`config.mk`:
```
export PLATFORM = sky130hd
export DESIGN_NAME = ps2_rx_fifo
export DESIGN_NICKNAME = d
export VERILOG_FILES = /design/src/rtl/ps2_rx_fifo.sv
export SDC_FILE = /design/constraint.sdc
export NUM_CORES = 1
export LEC_CHECK = 0
export CAP_MARGIN = 0
export CELL_PAD_IN_SITES_DETAIL_PLACEMENT = 1
export CELL_PAD_IN_SITES_GLOBAL_PLACEMENT = 2
export CORE_MARGIN = 4
export CORE_UTILIZATION = 38
export CTS_BUF_LIST = sky130_fd_sc_hd__clkbuf_8 sky130_fd_sc_hd__clkbuf_16
export DETAILED_ROUTE_END_ITERATION = 6
export PLACE_DENSITY_LB_ADDON = 0.1
export SYNTH_ARGS = -nofsm -noshare
export SYNTH_HDL_FRONTEND = slang
export SYNTH_SLANG_ARGS = --single-unit
```
`constraint.sdc`:
```
create_clock -name clk -period 3.4 [get_ports clk]
set_input_delay 0.34 -clock clk [delete_from_list [all_inputs] [get_ports clk]]
set_output_delay 0.34 -clock clk [all_outputs]
set_load 0.02 [all_outputs]
```
`src/rtl/ps2_rx_fifo.sv`:
```
// ---------------------------------------------------------------------------
// ps2_rx_fifo
//   PS/2 keyboard receiver running in the system clock domain. Both PS/2
//   lines are synchronised and oversampled. ps2_clk is deglitched, and
//   11-bit frames (start, 8 data LSB-first, odd parity, stop) are decoded.
//   E0/F0 prefix bytes are folded into tags on the next scan code. Tagged
//   events are queued in a first-word-fall-through FIFO.
//
// Parameters
//   FILTER_LEN   consecutive equal samples before the filtered clock moves
//   TIMEOUT_CYC  max clk cycles between falling edges inside a frame
//   FIFO_DEPTH   event FIFO entries (power of 2, >= 2)
//
// Ports
//   clk, rst        system clock, asynchronous active-low reset
//   ps2_clk/data    raw PS/2 lines (asynchronous)
//   rd_en           pop FIFO head (ignored while valid=0)
//   clr_ovf         clear sticky overflow
//   valid           FIFO holds at least one event
//   code            head scan code
//   is_break        head event was preceded by F0
//   is_ext          head event was preceded by E0
//   fifo_count      entries held, 0..FIFO_DEPTH
//   bsy             frame reception in progress
//   parity_err      1-cycle pulse, bad parity
//   frame_err       1-cycle pulse, stop bit low
//   timeout_err     1-cycle pulse, frame aborted by inter-bit timeout
//   overflow        sticky, an event was dropped on a full FIFO
// ---------------------------------------------------------------------------
module ps2_rx_fifo #(
    parameter int FILTER_LEN  = 8,
    parameter int TIMEOUT_CYC = 5000,
    parameter int FIFO_DEPTH  = 8
) (
    input  logic                          clk,
    input  logic                          rst,
    input  logic                          ps2_clk,
    input  logic                          ps2_data,
    input  logic                          rd_en,
    input  logic                          clr_ovf,
    output logic                          valid,
    output logic [7:0]                    code,
    output logic                          is_break,
    output logic                          is_ext,
    output logic [$clog2(FIFO_DEPTH):0]   fifo_count,
    output logic                          bsy,
    output logic                          parity_err,
    output logic                          frame_err,
    output logic                          timeout_err,
    output logic                          overflow
);

    localparam int FW = (FILTER_LEN > 2) ? $clog2(FILTER_LEN) : 1;
    localparam int TW = $clog2(TIMEOUT_CYC + 1);
    localparam int AW = $clog2(FIFO_DEPTH);
    localparam int CW = AW + 1;

    localparam logic [7:0] CODE_EXT = 8'hE0;
    localparam logic [7:0] CODE_BRK = 8'hF0;

    typedef enum logic [1:0] {
        S_IDLE,
        S_DATA,
        S_PARITY,
        S_STOP
    } state_t;

    // ---------------------------------------------------------------------
    // Input conditioning
    // ---------------------------------------------------------------------
    // Synchronisers reset to the idle-high line level so that releasing reset
    // never looks like a falling clock edge.
    logic clk_s1, clk_s2, dat_s1, dat_s2;

    always_ff @(posedge clk or negedge rst) begin
        if (!rst) begin
            clk_s1 <= 1'b1;
            clk_s2 <= 1'b1;
            dat_s1 <= 1'b1;
            dat_s2 <= 1'b1;
        end else begin
            clk_s1 <= ps2_clk;
            clk_s2 <= clk_s1;
            dat_s1 <= ps2_data;
            dat_s2 <= dat_s1;
        end
    end

    // The filtered clock follows the synced clock only after FILTER_LEN
    // consecutive samples that differ from it. Any sample equal to the
    // current level restarts the count, so short glitches are absorbed.
    logic          filt_clk;
    logic [FW-1:0] filt_cnt;
    logic          strobe;

    always_ff @(posedge clk or negedge rst) begin
        if (!rst) begin
            filt_clk <= 1'b1;
            filt_cnt <= '0;
            strobe   <= 1'b0;
        end else begin
            strobe <= 1'b0;
            if (clk_s2 == filt_clk) begin
                filt_cnt <= '0;
            end else if (filt_cnt == FW'(FILTER_LEN - 1)) begin
                filt_clk <= clk_s2;
                filt_cnt <= '0;
                strobe   <= ~clk_s2;
            end else begin
                filt_cnt <= filt_cnt + 1'b1;
            end
        end
    end

    // ---------------------------------------------------------------------
    // Frame FSM
    // ---------------------------------------------------------------------
    state_t        state, state_n;
    logic [2:0]    bit_cnt;
    logic [7:0]    shreg;
    logic          par_bit;
    logic          stop_bit;
    logic          chk_pend;
    logic [TW-1:0] tmo_cnt;
    logic          timeout_hit;

    always_ff @(posedge clk or negedge rst) begin
        if (!rst) state <= S_IDLE;
        else      state <= state_n;
    end

    always_comb begin
        state_n     = state;
        timeout_hit = 1'b0;
        case (state)
            S_IDLE:   if (strobe && !dat_s2)           state_n = S_DATA;
            S_DATA:   if (strobe && bit_cnt == 3'd7)   state_n = S_PARITY;
            S_PARITY: if (strobe)                      state_n = S_STOP;
            S_STOP:   if (strobe)                      state_n = S_IDLE;
            default:                                   state_n = S_IDLE;
        endcase
        // A strobe restarts the inter-bit timer, so it always wins over a timeout.
        if (state != S_IDLE && !strobe && tmo_cnt == TW'(TIMEOUT_CYC - 1)) begin
            state_n     = S_IDLE;
            timeout_hit = 1'b1;
        end
    end

    always_ff @(posedge clk or negedge rst) begin
        if (!rst) begin
            bit_cnt  <= '0;
            shreg    <= '0;
            par_bit  <= 1'b0;
            stop_bit <= 1'b0;
            chk_pend <= 1'b0;
            tmo_cnt  <= '0;
        end else begin
            chk_pend <= 1'b0;
            if (state == S_IDLE || strobe) tmo_cnt <= '0;
            else                           tmo_cnt <= tmo_cnt + 1'b1;
            if (strobe) begin
                case (state)
                    S_IDLE:   bit_cnt <= '0;
                    S_DATA: begin
                        shreg[bit_cnt] <= dat_s2;
                        bit_cnt        <= bit_cnt + 1'b1;
                    end
                    S_PARITY: par_bit <= dat_s2;
                    S_STOP: begin
                        stop_bit <= dat_s2;
                        chk_pend <= 1'b1;
                    end
                    default: ;
                endcase
            end
        end
    end

    assign bsy = (state != S_IDLE);

    // ---------------------------------------------------------------------
    // Frame check and prefix folding (cycle after the stop strobe)
    // ---------------------------------------------------------------------
    logic       par_bad, frm_bad, frm_good, push;
    logic       ext_pend, brk_pend;
    logic [9:0] push_word;

    always_comb begin
        par_bad   = chk_pend && (^{shreg, par_bit} != 1'b1);
        frm_bad   = chk_pend && !par_bad && !stop_bit;
        frm_good  = chk_pend && !par_bad && stop_bit;
        push      = frm_good && shreg != CODE_EXT && shreg != CODE_BRK;
        push_word = {ext_pend, brk_pend, shreg};
    end

    always_ff @(posedge clk or negedge rst) begin
        if (!rst) begin
            ext_pend    <= 1'b0;
            brk_pend    <= 1'b0;
            parity_err  <= 1'b0;
            frame_err   <= 1'b0;
            timeout_err <= 1'b0;
        end else begin
            parity_err  <= par_bad;
            frame_err   <= frm_bad;
            timeout_err <= timeout_hit;
            if (par_bad || frm_bad || timeout_hit) begin
                ext_pend <= 1'b0;
                brk_pend <= 1'b0;
            end else if (frm_good) begin
                if (shreg == CODE_EXT) begin
                    ext_pend <= 1'b1;
                end else if (shreg == CODE_BRK) begin
                    brk_pend <= 1'b1;
                end else begin
                    ext_pend <= 1'b0;
                    brk_pend <= 1'b0;
                end
            end
        end
    end

    // ---------------------------------------------------------------------
    // Event FIFO, first-word-fall-through with registered head
    // ---------------------------------------------------------------------
    logic [9:0]    mem [FIFO_DEPTH];
    logic [AW-1:0] wr_ptr, rd_ptr, rd_ptr_n;
    logic [CW-1:0] cnt_n;
    logic          pop, full, wr_ok, drop;
    logic [9:0]    head_n;

    always_comb begin
        pop      = rd_en && valid;
        full     = (fifo_count == CW'(FIFO_DEPTH));
        // A pop frees a slot in the same cycle, so a full FIFO still accepts.
        wr_ok    = push && (!full || pop);
        drop     = push && full && !pop;
        cnt_n    = fifo_count + CW'(wr_ok) - CW'(pop);
        rd_ptr_n = pop ? rd_ptr + 1'b1 : rd_ptr;
        // The head register is loaded with what the head will be after this
        // edge. If the FIFO drains to nothing but the pushed word, that word
        // bypasses the memory because it is only written on this same edge.
        if (cnt_n == '0)
            head_n = '0;
        else if (wr_ok && (fifo_count - CW'(pop)) == '0)
            head_n = push_word;
        else
            head_n = mem[rd_ptr_n];
    end

    always_ff @(posedge clk) begin
        if (wr_ok) mem[wr_ptr] <= push_word;
    end

    always_ff @(posedge clk or negedge rst) begin
        if (!rst) begin
            wr_ptr     <= '0;
            rd_ptr     <= '0;
            fifo_count <= '0;
            valid      <= 1'b0;
            code       <= '0;
            is_break   <= 1'b0;
            is_ext     <= 1'b0;
            overflow   <= 1'b0;
        end else begin
            if (wr_ok) wr_ptr <= wr_ptr + 1'b1;
            rd_ptr     <= rd_ptr_n;
            fifo_count <= cnt_n;
            valid      <= (cnt_n != '0);
            {is_ext, is_break, code} <= head_n;
            // A new drop outranks a simultaneous clear.
            if (drop)         overflow <= 1'b1;
            else if (clr_ovf) overflow <= 1'b0;
        end
    end

endmodule

```
-- Word level (Yosys, flattened, before mapping)
Memory sizes are Yosys's and may differ from the RTL's.
Index checks and enable logic that the tools add are counted.
- output and inout port bits: 20
- memories: 1
- memory bits (writable): 80
- bits in registers: 65
- equality and inequality tests: 18
- mux-type cells: 33
- add/subtract/negate cells: 8
- magnitude comparators: 2
- reduce and logical (&&, ||, !) cells: 43
- bitwise operators: 3
- memories (name ; depth ; width ; read ports ; clocked after Yosys merged registers in ; wr ports ; RTL line ; text):
    mem ; 8 ; 10 ; 1 ; 0 ; 1 ; 226 ; logic [9:0] mem [FIFO_DEPTH];
- operators with widths (cell ; number):
    10-bit two-way mux ; 2
    1-bit two-way mux ; 18
    8-bit equality test (second input constant) ; 2
    1-bit logical AND ; 16
    8-bit != test (second input constant) ; 2
    3-bit != test (second input constant) ; 5
    2-bit AND reduction ; 7
    13-bit by 1-bit adder with 13-bit output (second input constant) ; 1
    13-bit equality test (second input constant) ; 1
    13-bit two-way mux ; 1
    3-bit by 1-bit adder with 3-bit output (second input constant) ; 4
    2-bit two-way mux ; 5
    3-bit two-way mux ; 3
    9-bit parity ; 1
    8-bit bitwise mux ; 1
    4-bit logical NOT ; 2
    2-bit case mux with 4 select lines ; 1
    2-bit nonzero test ; 4
    4-bit by 1-bit subtractor with 4-bit output ; 2
    3-bit equality test (second input constant) ; 2
    1-bit logical NOT ; 6
    3-bit case mux with 2 select lines ; 1
    4-bit by 1-bit adder with 4-bit output ; 1
    2-bit equality test (second input constant) ; 2
    other kinds (12) ; 17

-- Depth between registers and ports, before layout
Gate-level depths: netlist of the first run.
- depth in word-level cells: 13
- gate-level depth with buffers: 12
- mapped depth without buffers: 11

-- Worst setup path after synthesis of the first run
No wires, ideal clock.
- kind: register -> register
- from: register shreg[4]
- to: register valid
- required time: 3260 ps
- arrival: 3461 ps
- stages on the path, launching flop included: 13
- buffers on the path: 2
- setup time: 140 ps
- slack: -201 ps
- path through: dfrtp_1 > xor2_1 > xnor3_2 > xnor2_4 > buf_2 > o41ai_1 > ha_1 > inv_1 > fa_1 > inv_1 > nor4_1 > clkbuf_1 > inv_1
- cells in the longest elaborated chain, start to end: 12
- elaborated cells on any way between the ends: 14
- RTL lines (item ; RTL line ; text):
    from (decl) ; 120 ; logic [7:0] shreg;
    from (signal, indexed assignment) ; 165 ; shreg[bit_cnt] <= dat_s2;
    9-bit parity ; 189 ; par_bad = chk_pend && (^{shreg, par_bit} != 1'b1);
    1-bit NOT ; 189 ;
    1-bit logical AND ; 189 ;
    1-bit logical NOT ; 191 ; frm_good = chk_pend && !par_bad && stop_bit;
    1-bit logical AND (2 in series) ; 191 ;
    1-bit logical AND ; 192 ; push = frm_good && shreg != CODE_EXT && shreg != CODE_BRK;
    1-bit logical AND * ; 192 ;
    1-bit logical AND * ; 236 ; wr_ok = push && (!full || pop);
    4-bit by 1-bit adder with 4-bit output * ; 238 ; cnt_n = fifo_count + CW'(wr_ok) - CW'(pop);
    4-bit by 1-bit subtractor with 4-bit output * ; 238 ;
    named net cnt_n[1] ; 228 ; logic [CW-1:0] cnt_n;
    4-bit nonzero test * ; 269 ; valid <= (cnt_n != '0);
    to (signal assigned) ; 269 ;
    to (decl) ; 41 ; output logic valid,
Mark *: on every way through the listed nets, which the timed path passes. The rest lies on a longest branch.
A chain may end at the register's enable or synchronous reset.

-- Worst setup path in the final report of the first run
- from: register shreg[2]
- to: register code[6]
- cells in the longest elaborated chain, start to end: 13
- elaborated cells on any way between the ends: 17
- RTL lines (item ; RTL line ; text):
    9-bit parity ; 189 ;
    1-bit NOT ; 189 ;
    1-bit logical AND ; 189 ;
    1-bit logical NOT ; 191 ;
    1-bit logical AND (2 in series) ; 191 ;
    1-bit logical AND ; 192 ;
    1-bit logical AND * ; 192 ;
    1-bit logical AND * ; 236 ;
    4-bit by 1-bit adder with 4-bit output * ; 238 ;
    4-bit by 1-bit subtractor with 4-bit output * ; 238 ;
    named net cnt_n[2] ; 228 ;
    4-bit logical NOT * ; 243 ; if (cnt_n == '0)
    10-bit two-way mux * ; 243 ;
    named net head_n[6] ; 230 ; logic [9:0] head_n;
    to (signal assigned) ; 270 ; {is_ext, is_break, code} <= head_n;
    to (decl) ; 42 ; output logic [7:0] code,
Marked as above.

==> metrics.txt, run 1 <==
GRT Total Usage 18.6%; DIE WIDTH 138 µm; Syn Inst Count between 500 and 600; Post-DRT Antenna Nets 0; final clock skew about 12 ps; initial antenna violation count 0; crit end category flop; # IOs 26; clock tree sinks 145; RSZ-0062 raised after global routing false; worst skew pair latency roughly 420 ps; post-layout util 46.3%; Final Hold Viols 2; startpoint types flop; Seq/Total Area, Yosys 62.9%; TritonCTS clock tree yes; Final setup viols 0; crit-path max FO 11; worst vdd ir 0.620 mV; Synth top area share 37.4%; Leak 2.99 nW; min cycle time layout 3140 ps; Final #Nets 572; FF+latch count, synth 145; Synth async-reset ratio about 45%; failing checks hold timing; dominant cell type by area after synthesis edfxtp_1; dpl hpwl 10.3 mm; fmax 0.318 GHz; layout cell share with drive strength beyond 1 between 15 and 20%; Power Density 786 nW/µm²; Worst slew margin 43.5%; syn nets 535; DIE HEIGHT 138 µm; Most used DFF post-synth edfxtp_1; largest net degree at the start of global routing 42; WHS -5.65 ps; Synth area leaders edfxtp_1 37%, dfrtp_1 23%, nand4_1 5.3%; Worst Tran Pin Value 846 ps; root buf cell clkbuf_16; wire length per cell between 20 and 25 µm; Placeable Area 16600 µm²; final WL around 16 mm; Starting DRT DRC Count 265; vias per inst 5.59; total die area 19000 µm²; port bufs 25; Routability Congestion 0.734; Antenna diodes 0; Syn Area/Cell 12.6 µm²; setup tns final 0 ps; max cap viols 0; crit share post-route around 92%; grt ovf 0; critical path class reg -> reg; clk slew on worst S/H paths ~60 ps; vias in the first global route 4537; TritonCTS buffer count 17; drt drc 0; wire length of the first global-routing pass 26.2 mm; worst hold path class in -> async; Area Overhead vs Synth 19.8%; number of library cell types mapped by synthesis 56; pins over their slew limit 0; status finished with violations; Synth Cell Area 6410 µm²; Final Total Pwr just over 6 mW; Initial Util 38.7%; synth warn 0; fillers 1722; CTS H-Tree Depth 4; worst path required time 3670 ps; DR pass1 iterations 4; clk buf depth 2; Rows 47; Post-synth top cells 80 x edfxtp_1, 60 x dfrtp_1, 54 x nand4_1; Placed Cells incl. Taps 749; most frequent cell after synthesis edfxtp_1; critical path arrival roughly 3400 ps; fin cells 781; number of synthesized flops with an enable pin 80; via count 4362
[state kept, by name (all words and copies together) (netlist names), 2 cells and up]
name / cells
bit_cnt: 3
code: 8
fifo_count: 4
filt_cnt: 3
mem: 80
rd_ptr: 3
shreg: 8
state: 2
tmo_cnt: 13
wr_ptr: 3
[worst paths after layout]
check	from	cells past startpoint	slack (ps)	to
max	shreg[2]	12	260	code[6]
min	rst	1	-6	fifo_count[3]
max reg2reg	shreg[2]	12	260	code[6]
min reg2reg	dat_s1	0	350	dat_s2
max in group asynchronous	rst	2	2610	dat_s1
min in group clk	ps2_data	1	330	dat_s1
[per-layer routing]
layer / wire (µm) / global-route usage (%) / up-vias
met3: 525 / 4.06 / 18
li1: - / - / 2011
met4: 221 / 5.65 / 0
met2: 8140 / 30.3 / 71
met1: 7550 / 25.0 / 2262
met5: 0 / 0 / -
[cells by family after synthesis]
| kind of cell | share of synthesized area [%] |
|---|---|
| flip-flops | 62.9 |
| buffers and inverters | 3.06 |
| AO/OA/AOI/OAI | 7.45 |
| adder cells (fa/ha/maj) | 3.63 |
| multiplexers | 1.91 |
| XOR/XNOR | 3.78 |
| AND/OR/NAND/NOR | 17.3 |
[timing repair]
action                     4_1_cts  5_1_grt
resized for setup                0        4
setup buffers                    0        0
setup endpoints to repair        0       11
hold buffers                     0        0
[critical path, cell delays in order, from the launching register on]
cell	delay, ps
dfrtp_1	390
xor2_1	180
xnor3_2	490
xnor2_4	280
o21ai_1	180
o41ai_2	80
ha_1	210
inv_1	50
fa_1	380
xor2_1	200
nor4_2	260
buf_6	220
a211oi_2	50
[layout make-up]
cell class                      instances  area (µm²)  area share [%]
Clock inverter                         13         209            2.72
Clock buffer                           19         453            5.89
Tap cell                              220         275            3.58
Inverter                               18        67.6           0.879
Multi-Input combinational cell        316        2210            28.7
Sequential cell                       145        4040            52.5
Timing Repair Buffer                   50         437            5.68
[metrics by stage]
stage | area (µm²) | setup slack [ps] | hold slack, ps
after floorplan | 6420 | 54.9 | 44.4
after global placement | 7010 | 256 | 347
after detailed placement | 7010 | 182 | 347
after CTS | 7670 | 115 | 19.5
after global routing | 7680 | 46.8 | 53.5
final | 7680 | 260 | -5.65
[layout by cell type (no fill, tap or decap), types with 2 or more instances in the layout]
cell / synthesis / final
clkinvlp_4: 0 / 6
o21ai_1: 1 / 2
nand3b_1: 2 / 2
nor4_1: 11 / 10
nor2_1: 21 / 21
nand3_1: 50 / 50
and3b_1: 3 / 3
edfxtp_1: 80 / 80
inv_1: 17 / 17
a21oi_1: 4 / 4
bufinv_16: 0 / 5
mux2_2: 9 / 9
nor3_1: 4 / 4
nand2_1: 14 / 14
nand2b_1: 2 / 2
a211oi_2: 10 / 10
and4b_1: 3 / 3
dfrtp_1: 60 / 59
a32o_1: 2 / 2
o32ai_1: 2 / 2
xor2_1: 13 / 13
nor3b_1: 2 / 2
dfstp_2: 5 / 5
xnor2_1: 7 / 7
ha_1: 17 / 17
clkdlybuf4s50_1: 0 / 24
and2_1: 4 / 4
nand4_1: 54 / 54
or3_1: 2 / 2
o21ai_0: 46 / 45
clkbuf_8: 0 / 2
or4_1: 3 / 3
and3_1: 7 / 7
buf_4: 0 / 24
clkbuf_16: 0 / 17
[power breakdown]
part	switching (mW)	internal, mW
Combinational	1.18	0.666
Clock	0.728	1.34
Sequential	0.113	2.01
Note: power is estimated with default switching activity, not from simulation.
==> run 2, diff against run 1 <==
--- a/config.mk
+++ b/config.mk
@@ -13,6 +13,7 @@
 export CTS_BUF_LIST = sky130_fd_sc_hd__clkbuf_8 sky130_fd_sc_hd__clkbuf_16
 export DETAILED_ROUTE_END_ITERATION = 6
 export PLACE_DENSITY_LB_ADDON = 0.1
+export SKIP_LAST_GASP = 1
 export SYNTH_ARGS = -nofsm -noshare
 export SYNTH_HDL_FRONTEND = slang
 export SYNTH_SLANG_ARGS = --single-unit
==> results of run 2 <==
Final layout, timing and power as in run 1 (identical DEF).
==> run 3, diff against run 2 <==
--- a/config.mk
+++ b/config.mk
@@ -11,6 +11,7 @@
 export CORE_MARGIN = 4
 export CORE_UTILIZATION = 38
 export CTS_BUF_LIST = sky130_fd_sc_hd__clkbuf_8 sky130_fd_sc_hd__clkbuf_16
+export CTS_CLUSTER_SIZE = 24
 export DETAILED_ROUTE_END_ITERATION = 6
 export PLACE_DENSITY_LB_ADDON = 0.1
 export SKIP_LAST_GASP = 1
==> results of run 3 <==
Final layout, timing and power as in run 1 (identical DEF).
